File: src/rtl/pmem_adaptor_types.sv
// Shared types and constants for the cache-line <-> memory-burst adaptor.
package pmem_adaptor_types;
   localparam int LINE_WIDTH  = 256;
   localparam int BEAT_WIDTH  = 64;
   localparam int BEATS       = LINE_WIDTH / BEAT_WIDTH;
   localparam int OFFSET_BITS = 5;

   typedef enum logic [1:0] {IDLE, RD_BURST, WR_BURST, DONE} state_e;
endpackage

File: src/rtl/line_beat_buffer.sv
// One cache line of storage: full-line load, beat-indexed write for read
// assembly, beat-indexed read mux for write serialisation.
module line_beat_buffer #(
   parameter int LINE_WIDTH = 256,
   parameter int BEAT_WIDTH = 64,
   parameter int IDX_W      = 2
) (
   input  logic                  clk,
   input  logic                  rst_n,
   input  logic                  load,
   input  logic [LINE_WIDTH-1:0] load_line,
   input  logic                  beat_we,
   input  logic [IDX_W-1:0]      beat_widx,
   input  logic [BEAT_WIDTH-1:0] beat_wdata,
   input  logic [IDX_W-1:0]      beat_ridx,
   output logic [BEAT_WIDTH-1:0] beat_rdata,
   output logic [LINE_WIDTH-1:0] line
);
   always_ff @(posedge clk or negedge rst_n) begin
      if (!rst_n)
         line <= '0;
      else if (load)
         line <= load_line;
      else if (beat_we)
         line[beat_widx*BEAT_WIDTH +: BEAT_WIDTH] <= beat_wdata;
   end

   assign beat_rdata = line[beat_ridx*BEAT_WIDTH +: BEAT_WIDTH];
endmodule

File: src/rtl/pmem_burst_adaptor.sv
// Turns one cache line read/write into a 4-beat memory burst; one transaction
// in flight, completion signalled by a single-cycle pmem_resp.
module pmem_burst_adaptor
   import pmem_adaptor_types::*;
#(
   parameter int LINE_WIDTH = 256,
   parameter int BEAT_WIDTH = 64,
   parameter int ADDR_WIDTH = 32
) (
   input  logic                  clk,
   input  logic                  rst_n,
   input  logic                  pmem_read,
   input  logic                  pmem_write,
   input  logic [ADDR_WIDTH-1:0] pmem_address,
   input  logic [LINE_WIDTH-1:0] pmem_wdata,
   output logic                  pmem_resp,
   output logic [LINE_WIDTH-1:0] pmem_rdata,
   output logic                  burst_read,
   output logic                  burst_write,
   output logic [ADDR_WIDTH-1:0] burst_address,
   output logic [BEAT_WIDTH-1:0] burst_wdata,
   input  logic [BEAT_WIDTH-1:0] burst_rdata,
   input  logic                  burst_resp
);
   localparam int BEATS = LINE_WIDTH / BEAT_WIDTH;
   localparam int CNT_W = $clog2(BEATS);
   localparam logic [CNT_W-1:0] LAST = CNT_W'(BEATS - 1);

   state_e                  state;
   logic [CNT_W-1:0]        cnt;
   logic [CNT_W-1:0]        cnt_nxt;
   logic [LINE_WIDTH-1:0]   line_q;
   logic [LINE_WIDTH-1:0]   rd_line;
   logic [BEAT_WIDTH-1:0]   next_beat;
   logic [ADDR_WIDTH-1:0]   aligned_addr;

   assign cnt_nxt      = cnt + CNT_W'(1);
   assign aligned_addr = {pmem_address[ADDR_WIDTH-1:OFFSET_BITS], {OFFSET_BITS{1'b0}}};

   line_beat_buffer #(
      .LINE_WIDTH (LINE_WIDTH),
      .BEAT_WIDTH (BEAT_WIDTH),
      .IDX_W      (CNT_W)
   ) u_buf (
      .clk        (clk),
      .rst_n      (rst_n),
      .load       (state == IDLE && pmem_write),
      .load_line  (pmem_wdata),
      .beat_we    (state == RD_BURST && burst_resp),
      .beat_widx  (cnt),
      .beat_wdata (burst_rdata),
      .beat_ridx  (cnt_nxt),
      .beat_rdata (next_beat),
      .line       (line_q)
   );

   // Final read beat is folded in here so pmem_rdata is complete on entry to DONE.
   always_comb begin
      rd_line = line_q;
      rd_line[cnt*BEAT_WIDTH +: BEAT_WIDTH] = burst_rdata;
   end

   always_ff @(posedge clk or negedge rst_n) begin
      if (!rst_n) begin
         state         <= IDLE;
         cnt           <= '0;
         pmem_resp     <= 1'b0;
         pmem_rdata    <= '0;
         burst_read    <= 1'b0;
         burst_write   <= 1'b0;
         burst_address <= '0;
         burst_wdata   <= '0;
      end else begin
         case (state)
            IDLE: begin
               pmem_resp <= 1'b0;
               cnt       <= '0;
               if (pmem_write) begin
                  state         <= WR_BURST;
                  burst_write   <= 1'b1;
                  burst_address <= aligned_addr;
                  burst_wdata   <= pmem_wdata[BEAT_WIDTH-1:0];
               end else if (pmem_read) begin
                  state         <= RD_BURST;
                  burst_read    <= 1'b1;
                  burst_address <= aligned_addr;
               end
            end
            RD_BURST: if (burst_resp) begin
               cnt <= cnt_nxt;
               if (cnt == LAST) begin
                  state      <= DONE;
                  burst_read <= 1'b0;
                  pmem_resp  <= 1'b1;
                  pmem_rdata <= rd_line;
               end
            end
            WR_BURST: if (burst_resp) begin
               cnt <= cnt_nxt;
               if (cnt == LAST) begin
                  state       <= DONE;
                  burst_write <= 1'b0;
                  pmem_resp   <= 1'b1;
               end else begin
                  burst_wdata <= next_beat;
               end
            end
            // DONE always falls back to IDLE so a still-held request is not re-accepted.
            DONE: begin
               pmem_resp <= 1'b0;
               state     <= IDLE;
            end
            default: state <= IDLE;
         endcase
      end
   end
endmodule

File: config.mk
export PLATFORM = sky130hd
export DESIGN_NAME = pmem_burst_adaptor
export DESIGN_NICKNAME = d
export VERILOG_FILES = /design/src/rtl/pmem_adaptor_types.sv /design/src/rtl/line_beat_buffer.sv /design/src/rtl/pmem_burst_adaptor.sv
export SDC_FILE = /design/constraint.sdc
export NUM_CORES = 1
export LEC_CHECK = 0
export ABC_AREA = 0
export CAP_MARGIN = 30
export CORE_ASPECT_RATIO = 0.5
export CORE_MARGIN = 2
export CORE_UTILIZATION = 45
export CTS_CLUSTER_SIZE = 14
export DETAILED_ROUTE_END_ITERATION = 10
export GPL_TIMING_DRIVEN = 0
export PLACE_DENSITY = 0.77
export RECOVER_POWER = 50
export SLEW_MARGIN = 20
export SYNTH_ARGS = -nofsm -noshare
export SYNTH_HDL_FRONTEND = slang
export SYNTH_SLANG_ARGS = --single-unit
export TNS_END_PERCENT = 20
File: constraint.sdc
create_clock -name clk -period 2.35 [get_ports clk]
set_input_delay 0.47 -clock clk [delete_from_list [all_inputs] [get_ports clk]]
set_output_delay 0.47 -clock clk [all_outputs]
set_load 0.01 [all_outputs]
* Yosys cells after proc, flatten, opt, wreduce, memory -nomap -nowiden
Cells that the tools add are included.
** Storage, ports and cells
- Register bits after elaboration :: 615
- Input bits :: 357
- Output and inout port bits :: 355
- Logic and storage cells :: 73
** Cells by class
- Add/sub/neg operators :: 2
- Equal/unequal tests :: 15
- Shift operators :: 3
- Mux-type cells :: 26
- Reduce and logical (&&, ||, !) cells :: 18
** Operator list (count)
- $mux 256 :: 2
- $bwmux 256 :: 1
- $shift 64x34->256 const A :: 1
- $shiftx 256x9->64 :: 1
- $shiftx 64x34->256 :: 1
- $mux 64 :: 3
- $pmux 64 s2 :: 1
- $mux 32 :: 2
- $neg 8->34 :: 1
- $ne 2x2->1 const B :: 7
- $mux 2 :: 5
- $reduce_bool 2->1 :: 5
- $reduce_and 4->1 :: 2
- $mux 1 :: 7
- $eq 2x2->1 const B :: 3
- $ne 2x1->1 const B :: 3
- $pmux 1 s2 :: 3
- $pmux 2 s3 :: 1
- $reduce_and 2->1 :: 3
- $reduce_and 3->1 :: 2
- $reduce_and 5->1 :: 1
- $pmux 2 s2 :: 1
- $reduce_or 2->1 :: 2
- $ne 3x3->1 const B :: 1
- other kinds (4) :: 5

* Logic depth before layout (Yosys ltp)
Gate-level depths: netlist of run 1.
- Depth after elaboration :: 5
- Mapped depth :: 12
- Depth with buffers taken out :: 5

* Cells and area by module
Synthesis of run 1 repeated with hierarchy kept, for this count alone.
** Second synthesis, totals
- Cells, all modules :: 2563
- Area, all modules :: 29417.0 sq um
** By module, submodules not included
- pmem_burst_adaptor :: instances 1, cells each 1617, area an instance 16642.2 sq um, sequential area each 8858.5 sq um
- line_beat_buffer :: instances 1, cells each 946, area an instance 12774.8 sq um, sequential area each 6406.1 sq um

* Worst setup path after synthesis of run 1
Ideal clock, no wire load.
- Kind :: reg-to-reg
- Start :: reg cnt[0]
- End :: reg burst_wdata[25]
- Setup time :: 126 ps
- Arrival :: 2410 ps
- Data required time :: 2224 ps
- Slack :: -186 ps
- Stages on the path, launching flop included :: 11
- Buffers on the path :: 6
- Clock period less this slack :: 2536 ps
- Path through :: dfrtp_1 buf_6 buf_12 buf_12 inv_1 ha_1 buf_2 buf_2 clkbuf_1 mux4_2 a221o_1
** Between the ends
- Longest elaborated chain between the ends :: 5
- Elaborated cells between the ends (all ways) :: 8
- Those cells by class :: add/sub (1); eq/ne (2); shift (1); mux (3); reduce/logical (1)
** Ends and longest elaborated chain
- start, declared :: RTL line pmem_burst_adaptor.sv:30 : logic [CNT_W-1:0] cnt;
- start signal, assigned :: RTL line pmem_burst_adaptor.sv:90 : cnt <= cnt_nxt;
- start signal, assigned :: RTL line pmem_burst_adaptor.sv:99 : cnt <= cnt_nxt;
- $add 2x1->2 :: RTL line pmem_burst_adaptor.sv:37 : assign cnt_nxt = cnt + CNT_W'(1);
- $shiftx 256x9->64 :: RTL line line_beat_buffer.sv:28 : assign beat_rdata = line[beat_ridx*BEAT_WIDTH +: BEAT_WIDTH];
- $mux 64 :: RTL line pmem_burst_adaptor.sv:100 : if (cnt == LAST) begin
- $mux 64 :: RTL line pmem_burst_adaptor.sv:98 : WR_BURST: if (burst_resp) begin
- $pmux 64 s2 :: RTL line pmem_burst_adaptor.sv:74 : case (state)
- end signal, assigned :: RTL line pmem_burst_adaptor.sv:82 : burst_wdata <= pmem_wdata[BEAT_WIDTH-1:0];
- end signal, assigned :: RTL line pmem_burst_adaptor.sv:105 : burst_wdata <= next_beat;
- end, declared :: RTL line pmem_burst_adaptor.sv:21 : output logic [BEAT_WIDTH-1:0] burst_wdata,
Several ways; a longest one is shown, not always the timed one. The select of a mux whose other input is x is not followed.
A chain may end at the register's enable or synchronous reset.

* Worst setup path in the final report of run 1
- Start :: reg cnt[0]
- End :: reg u_buf.line[136]
** Between the ends
- Longest elaborated chain between the ends :: 5
- Elaborated cells between the ends (all ways) :: 6
- Those cells by class :: add/sub (1); shift (2); mux (3)
** Ends and longest elaborated chain
- $neg 8->34 * :: RTL line line_beat_buffer.sv:25 : line[beat_widx*BEAT_WIDTH +: BEAT_WIDTH] <= beat_wdata;
- $shiftx 64x34->256 / $shift 64x34->256 (equally long branches) :: RTL line line_beat_buffer.sv:25
- $bwmux 256 * :: RTL line line_beat_buffer.sv:25
- $mux 256 * :: RTL line line_beat_buffer.sv:24 : else if (beat_we)
- $mux 256 * :: RTL line line_beat_buffer.sv:22 : else if (load)
- end signal, assigned :: RTL line line_beat_buffer.sv:23 : line <= load_line;
- end signal, assigned by index :: RTL line line_beat_buffer.sv:25
- end, declared :: RTL line line_beat_buffer.sv:17 : output logic [LINE_WIDTH-1:0] line
Mark *: on every way between the ends. The rest lies on a longest branch, timed or not. The select of a mux whose other input is x is not followed.

==> metrics.md, run 1 <==
| Metric | Value |
|---|---|
| Mean routed wirelength per cell | `31.8 um` |
| First-pass DRT Iterations | `5` |
| Clock sinks | `610` |
| Post-synthesis cell type count | `45` |
| Die width | `362 um` |
| Fmax | `a little over 0.4 GHz` |
| Yosys warnings | `0` |
| DRC viols | `0` |
| Seq/Total Area, Yosys | `0.528` |
| R2R depth | `10` |
| Fin. Hold Viols | `0` |
| Slew HR | `0.323` |
| Endpoints failing setup | `between 100 and 150` |
| Share of cells above drive strength 1 | `0.144` |
| Number of global-route vias before repair | `roughly 29000` |
| Final WL | `between 100000 and 150000 um` |
| PwrDens | `~1400 nW/um2` |
| Post-Layout Inst Area | `40900 um2` |
| DR vias | `roughly 30000` |
| Max_cap viols | `0` |
| Site Rows | `65` |
| Worst-case clock buffer depth | `3` |
| Avg Synthesized Cell Area | `roughly 10 um2` |
| Worst-path maximum fanout | `6` |
| CTS tree | `done` |
| Initial core utilization | `0.457` |
| Most frequent cells in the layout | `610 x dfrtp_1, 445 x clkdlybuf4s50_1, 378 x nand2_1` |
| H-tree levels | `2` |
| CTS clk-pin slew, worst paths | `0.07 ns` |
| Top FF cell, synth | `dfrtp_1` |
| Synth-to-layout area growth | `41.4%` |
| Worst Tran Pin Value | `1.02 ns` |
| Grt total ovfl | `0` |
| Asr flop ratio synth | `1.00` |
| Non-Filler Instances | `~4500` |
| Final worst slack | `-0.108 ns` |
| First-pass GRT wire length | `approximately 200000 um` |
| DR vias/cell | `6.68` |
| 1st-iter DRT viols | `approximately 4700` |
| Insertion delay to the later sink of the worst-skew pair | `around 0.63 ns` |
| Area post-placement | `~37000 um2` |
| Clk_skew | `~0.024 ns` |
| Clk root buf | `clkbuf_16` |
| Final GP Congestion | `about 0.98` |
| Die height | `roughly 180 um` |
| Maximum VDD drop | `between 0.7 and 0.8 mV` |
| Hpwl dp | `105000 um` |
| Critical Path Source Type | `flop` |
| Area of the core | `63300 um2` |
| Number of synthesized flops with an enable pin | `0` |
| Failing checks | `negative setup slack` |
| Post-layout min period | `2.46 ns` |
| Post-Synthesis Cells | `between 2000 and 3000` |
| Final Util | `0.646` |
| WP data required | `around 2.9 ns` |
| Final Cycle Share | `1.05` |
| I/O Buffers | `700` |
| Hold slack final | `~0.35 ns` |
| Crit. End Element | `flop` |
| Pins Over Slew Limit | `0` |
| IO Pins | `just over 700` |
| R2R Path Start | `cnt[0]$_DFFE_PN0P_` |
| Die ar. | `approximately 66000 um2` |
| R2r setup slk | `-0.11 ns` |
| Setup CP Type | `flop to flop` |
| Initial antenna violation count | `34` |
| Mapped Area | `about 29000 um2` |
| Commonest non-fill, non-tap cell in the layout | `dfrtp_1` |
| Pin count of the biggest net entering global routing | `a little over 90` |
| Critical path arrival | `approximately 3 ns` |
| Post-route ant nets | `0` |
| Number of synthesized register bits | `between 600 and 700` |
| Final nets | `approximately 4000` |
| RSZ-0062 raised after global routing | `yes` |
| Total track usage | `0.416` |
| Hold Crit Class | `primary input to async pin` |
| Static Leak | `17.3 nW` |
| Status | `complete, but fails checks` |
| Inst Count DP | `roughly 4300` |
| FF-to-FF End | `u_buf.line[136]$_DFFE_PN0P_` |
| Clock buffer count from CTS | `55` |
[layout make-up]
| class | instances | area [um2] |
|---|---|---|
| clock buffer | 82 | 1600 |
| antenna | 30 | 75.1 |
| sequential | 610 | 15300 |
| inverter | 7 | 32.5 |
| tap | 837 | 1050 |
| clock inverter | 13 | 96.3 |
| multi-input combinational | 1895 | 13000 |
| fill | 5040 | 22400 |
| buffer | 288 | 2050 |
| timing repair buffer | 751 | 7760 |
[synthesized netlist by cell type, types with 3 or more instances]
cell | number | area (um2)
buf_4 | 9 | 67.6
o21ai_0 | 98 | 490
a31oi_1 | 16 | 100
nand2_1 | 378 | 1420
dfrtp_1 | 610 | 15300
and2_1 | 4 | 25.0
o22ai_1 | 64 | 400
buf_2 | 92 | 460
nand3_1 | 3 | 15.0
mux2_2 | 28 | 315
and4_1 | 64 | 561
a22oi_1 | 77 | 578
o21ai_1 | 351 | 1760
inv_1 | 5 | 18.8
mux4_1 | 21 | 552
mux4_2 | 43 | 968
buf_1 | 18 | 67.6
ha_1 | 9 | 113
nor2b_1 | 225 | 1410
a32oi_1 | 180 | 1580
a221o_1 | 64 | 641
a21oi_1 | 241 | 1210
a22o_1 | 5 | 43.8
clkbuf_1 | 169 | 634
[kinds of logic (layout without fill, tap and decap cells)]
logic type      after synthesis  count (layout)  share of synthesized area
mux                          93              93                     0.0638
flops                       610             610                      0.528
simple gates                686             686                      0.122
other cells                   1              35                   0.000130
buf+inv                     298            1141                     0.0452
fa+ha+maj                     9               9                    0.00390
compound gates             1101            1101                      0.237
xor+xnor                      1               1                   0.000303
[per-layer routing]
layer,up-vias,part of all wire,GRT usage
met5,-,0.00064,0
met4,12,0.075,0.254
met3,596,0.11,0.104
met2,2415,0.44,0.630
met1,15000,0.37,0.541
li1,12100,-,-
[worst max-delay path by stage]
stage | startpoint | to | slack [ns] | depth (start not counted)
2_1_floorplan | cnt[0]$_DFFE_PN0P_ | burst_wdata[10]$_DFFE_PN0P_ | 0.009 | 9
3_3_place_gp | rst_n | u_buf.line[49]$_DFFE_PN0P_ | -27.00 | 1
3_5_place_dp | cnt[0]$_DFFE_PN0P_ | u_buf.line[4]$_DFFE_PN0P_ | -1.20 | 10
4_1_cts | cnt[0]$_DFFE_PN0P_ | pmem_rdata[46]$_DFFE_PN0P_ | -0.02 | 10
5_1_grt | cnt[0]$_DFFE_PN0P_ | u_buf.line[136]$_DFFE_PN0P_ | -0.13 | 10
6_report | cnt[0]$_DFFE_PN0P_ | u_buf.line[136]$_DFFE_PN0P_ | -0.11 | 10
[power by group]
part / leakage, nW / total (mW) / internal, mW / switching (mW)
logic: 8.60 / 28.0 / 12.7 / 15.3
clock network: 0.838 / 9.10 / 4.79 / 4.31
registers: 7.84 / 18.8 / 15.0 / 3.78
[registers in the layout, indices dropped and copies added (netlist names)]
signal and cells:
pmem_rdata 256, u_buf.line 256, burst_wdata 64, burst_address 27, cnt 2, state 2
burst_read 1, burst_write 1, pmem_resp 1
[metrics by stage]
step	TNS (ns)	total power, mW	worst slack [ns]
floorplan	0	31.1	0.00853
global placement	-	43.3	-27.00
detailed placement	-462.93	44.0	-1.20
CTS	-0.0605	53.8	-0.0165
global route	-10.91	58.0	-0.130
finish	-4.32	55.9	-0.108
[worst max-delay path: stages, from the launching register on]
cell,delay (ns)
dfrtp_1,0.43
buf_6,0.14
buf_12,0.12
clkinvlp_4,0.14
ha_4,0.37
nor3b_4,0.29
buf_4,0.18
buf_12,0.19
buf_8,0.16
a32oi_1,0.13
a21oi_1,0.22
[repair_timing]
| action | in CTS | in global routing |
|---|---|---|
| pin swaps | 3 | 71 |
| buffers inserted | 8 | 20 |
| cloned | 0 | 15 |
| endpoints found under the hold margin | 60 | 0 |
| hold buffers | 1 | 0 |
| setup endpoints to repair | 578 | 650 |
| resized for setup | 226 | 292 |
Note: power is estimated with default switching activity, not from simulation.
==> run 2, diff against run 1 <==
CORE_AREA = 2 2 280 282   (was default)
CORE_ASPECT_RATIO = default   (was 0.5)
CORE_MARGIN = default   (was 2)
CORE_UTILIZATION = default   (was 45)
DIE_AREA = 0 0 282 284   (was default)
PLACE_DENSITY = 0.66   (was 0.77)
==> run 2 against run 1 <==
- the run ends with design-rule violations, negative hold slack left
- first-iteration DRC count fell by 9.9%
- non-clock buffer count fell by 16
- sequential power barely moved
- critical path depth fell by 3
- critical endpoint is now pmem_rdata[45]$_DFFE_PN0P_
- largest cell class unchanged
==> metrics.md, run 2 (synthesized netlist as in run 1, its figures left out) <==
| Metric | Value |
|---|---|
| Status | `complete, but fails checks` |
| Failing checks | `design-rule violations, negative hold slack` |
| Post-layout min period | `2.34 ns` |
| Fmax | `0.427 GHz` |
| Commonest non-fill, non-tap cell in the layout | `dfrtp_1` |
| CP max-delay cell | `clkbuf_1` |
| Pin count of the biggest net entering global routing | `97` |
| CTS tree | `done` |
| PwrDens | `roughly 1400 nW/um2` |
| DR vias/cell | `between 6 and 7` |
| Highest Signal Layer | `met5` |
| Critical Path Source Type | `flop` |
| WP data required | `2.82 ns` |
| Final Cycle Share | `0.997` |
| Die height | `around 280 um` |
| Pre-CTS WS | `-1.58 ns` |
| Clock buffer count from CTS | `roughly 70` |
| DR vias | `approximately 30000` |
| Post-Layout Inst Area | `just over 40000 um2` |
| IO Pins | `roughly 700` |
| Worst-path maximum fanout | `10` |
| Fin. Hold Viols | `between 80 and 90` |
| Max_cap viols | `0` |
| Pins Over Slew Limit | `0` |
| WL met1 | `roughly 56000 um` |
| Clock power frac | `0.198` |
| RSZ-0062 raised after global routing | `yes` |
| 1st-iter DRT viols | `4237` |
| Hpwl dp | `between 100000 and 150000 um` |
| CP max stage delay | `0.61 ns` |
| Slew HR | `0.106` |
| Comb power frac | `0.477` |
| Worst-case clock buffer depth | `3` |
| Crit. End Element | `flop` |
| Sw Share | `0.409` |
| First-pass DRT Iterations | `10` |
| CTS clk-pin slew, worst paths | `~0.06 ns` |
| Crit path cell chain | `inv_1 > ha_1 > buf_2 > nand3_4 > clkbuf_4 > clkbuf_1 > o21ai_1` |
| Clk root buf | `clkbuf_16` |
| Most frequent cells in the layout | `609 x dfrtp_1, 522 x clkdlybuf4s50_1, 378 x nand2_1` |
| Static Leak | `17.2 nW` |
| Area post-placement | `around 37000 um2` |
| Setup CP Type | `flop to flop` |
| R2R Path Start | `state[1]$_DFFE_PN0P_` |
| Final worst slack | `0.00602 ns` |
| Clk_skew | `about 0.027 ns` |
| Number of global-route vias before repair | `roughly 29000` |
| Internal power | `34.2 mW` |
| Insertion delay to the later sink of the worst-skew pair | `0.63 ns` |
| Hold slack final | `-0.154 ns` |
| Critical path arrival | `~2.8 ns` |
| Post-route ant nets | `0` |
| Site Rows | `102` |
| FF-to-FF End | `pmem_rdata[45]$_DFFE_PN0P_` |
| Biggest regs | `pmem_rdata x256, u_buf.line x256, burst_wdata x64` |
| Maximum VDD drop | `between 0.6 and 0.7 mV` |
| Final nets | `between 3000 and 4000` |
| Clock sinks | `between 600 and 700` |
| Share of cells above drive strength 1 | `0.138` |
| Mean routed wirelength per cell | `31.2 um` |
| Total track usage | `0.358` |
| DRC viols | `2` |
| R2r setup slk | `about 0.0060 ns` |
| Net switching power | `approximately 24 mW` |
| Die ar. | `80100 um2` |
| R2R depth | `7` |
| Endpoints failing setup | `0` |
| H-tree levels | `3` |
| First-pass GRT wire length | `207000 um` |
| Worst Tran Pin Value | `1.34 ns` |
| WL met2 | `approximately 68000 um` |
| I/O Buffers | `700` |
| Synth-to-layout area growth | `43.3%` |
| Area of the core | `between 70000 and 80000 um2` |
| Hold Crit Class | `primary input to async pin` |
| Final GP Congestion | `about 0.95` |
| Share of power burned in registers | `0.325` |
| Initial core utilization | `0.376` |
| Final WL | `between 100000 and 150000 um` |
| Grt total ovfl | `0` |
| Initial antenna violation count | `19` |
| Total length of routed met3 wires | `between 10000 and 15000 um` |
| Die width | `282 um` |
==> run 2: cell count changes in the layout (fill, tap and decap cells not counted), sizes merged <==
cell | before | now
clkinv | 11 | 10
inv | 6 | 7
clkdlybuf4s50 | 445 | 522
clkinvlp | 2 | 4
diode | 30 | 17
buf | 146 | 135
clkbuf | 275 | 295
dlygate4sd3 | 255 | 177
bufinv | 1 | 3
==> run 2: how the worst max path moves through the flow <==
stage,end,from,slack (ns),depth (start not counted)
global placement,pmem_rdata[170]$_DFFE_PN0P_,rst_n,-27.69,1
CTS,burst_wdata[3]$_DFFE_PN0P_,cnt[0]$_DFFE_PN0P_,-0.06,9
global route,burst_wdata[50]$_DFFE_PN0P_,state[0]$_DFFE_PN0P_,-0.03,7
floorplan,burst_wdata[10]$_DFFE_PN0P_,cnt[0]$_DFFE_PN0P_,0.009,9
finish,pmem_rdata[45]$_DFFE_PN0P_,state[1]$_DFFE_PN0P_,0.006,7
detailed placement,pmem_rdata[84]$_DFFE_PN0P_,burst_resp,-1.58,8
==> run 2: metrics by stage <==
step,setup TNS [ns],util,cells,power [mW]
5_1_grt,-0.516,0.538,4711,60.2
3_3_place_gp,-,0.484,4543,43.9
6_report,0,0.538,4715,57.8
4_1_cts,-0.573,0.533,4689,57.2
3_5_place_dp,-594.28,0.487,4553,44.3
2_1_floorplan,0,-,2803,31.1
==> run 2: repair_timing <==
action | CTS | global route
setup buffers | 13 | 4
pin swaps | 27 | 24
endpoints found under the hold margin | 81 | 81
endpoints found under the setup margin | 580 | 544
resized for setup | 327 | 115
cloned | 1 | 6
==> run 2: layer usage <==
layer  vias to the layer above  global-route usage
met3                       448              0.0774
met2                      2045               0.556
met1                     14700               0.458
met5                         -                   0
met4                         2               0.209
li1                      12100                   -
==> run 2: worst max-delay path: cells and delay by family (launching register included) <==
kind / cells / cell delay (ns)
simple gates: 1 / 0.18
buf+inv: 4 / 1.31
fa+ha+maj: 1 / 0.17
compound gates: 1 / 0.17
flops: 1 / 0.35
==> run 2: area by class of cell <==
cell class	instances	area, um2
tap	1040	1300
sequential	610	15300
fill	6872	35500
timing repair buffer	734	7460
inverter	7	32.5
multi-input combinational	1895	12800
clock buffer	106	2160
buffer	289	2090
antenna	17	42.5
clock inverter	17	228
==> run 2: power groups by stage <==
stage          logic, mW  registers, mW  clock network, mW
2_1_floorplan       12.7           18.4                  0
3_5_place_dp        25.6           18.7                  0
4_1_cts             27.1           18.6               11.5
3_3_place_gp        25.2           18.7                  0
6_report            27.6           18.8               11.4
5_1_grt             29.2           19.1               11.9
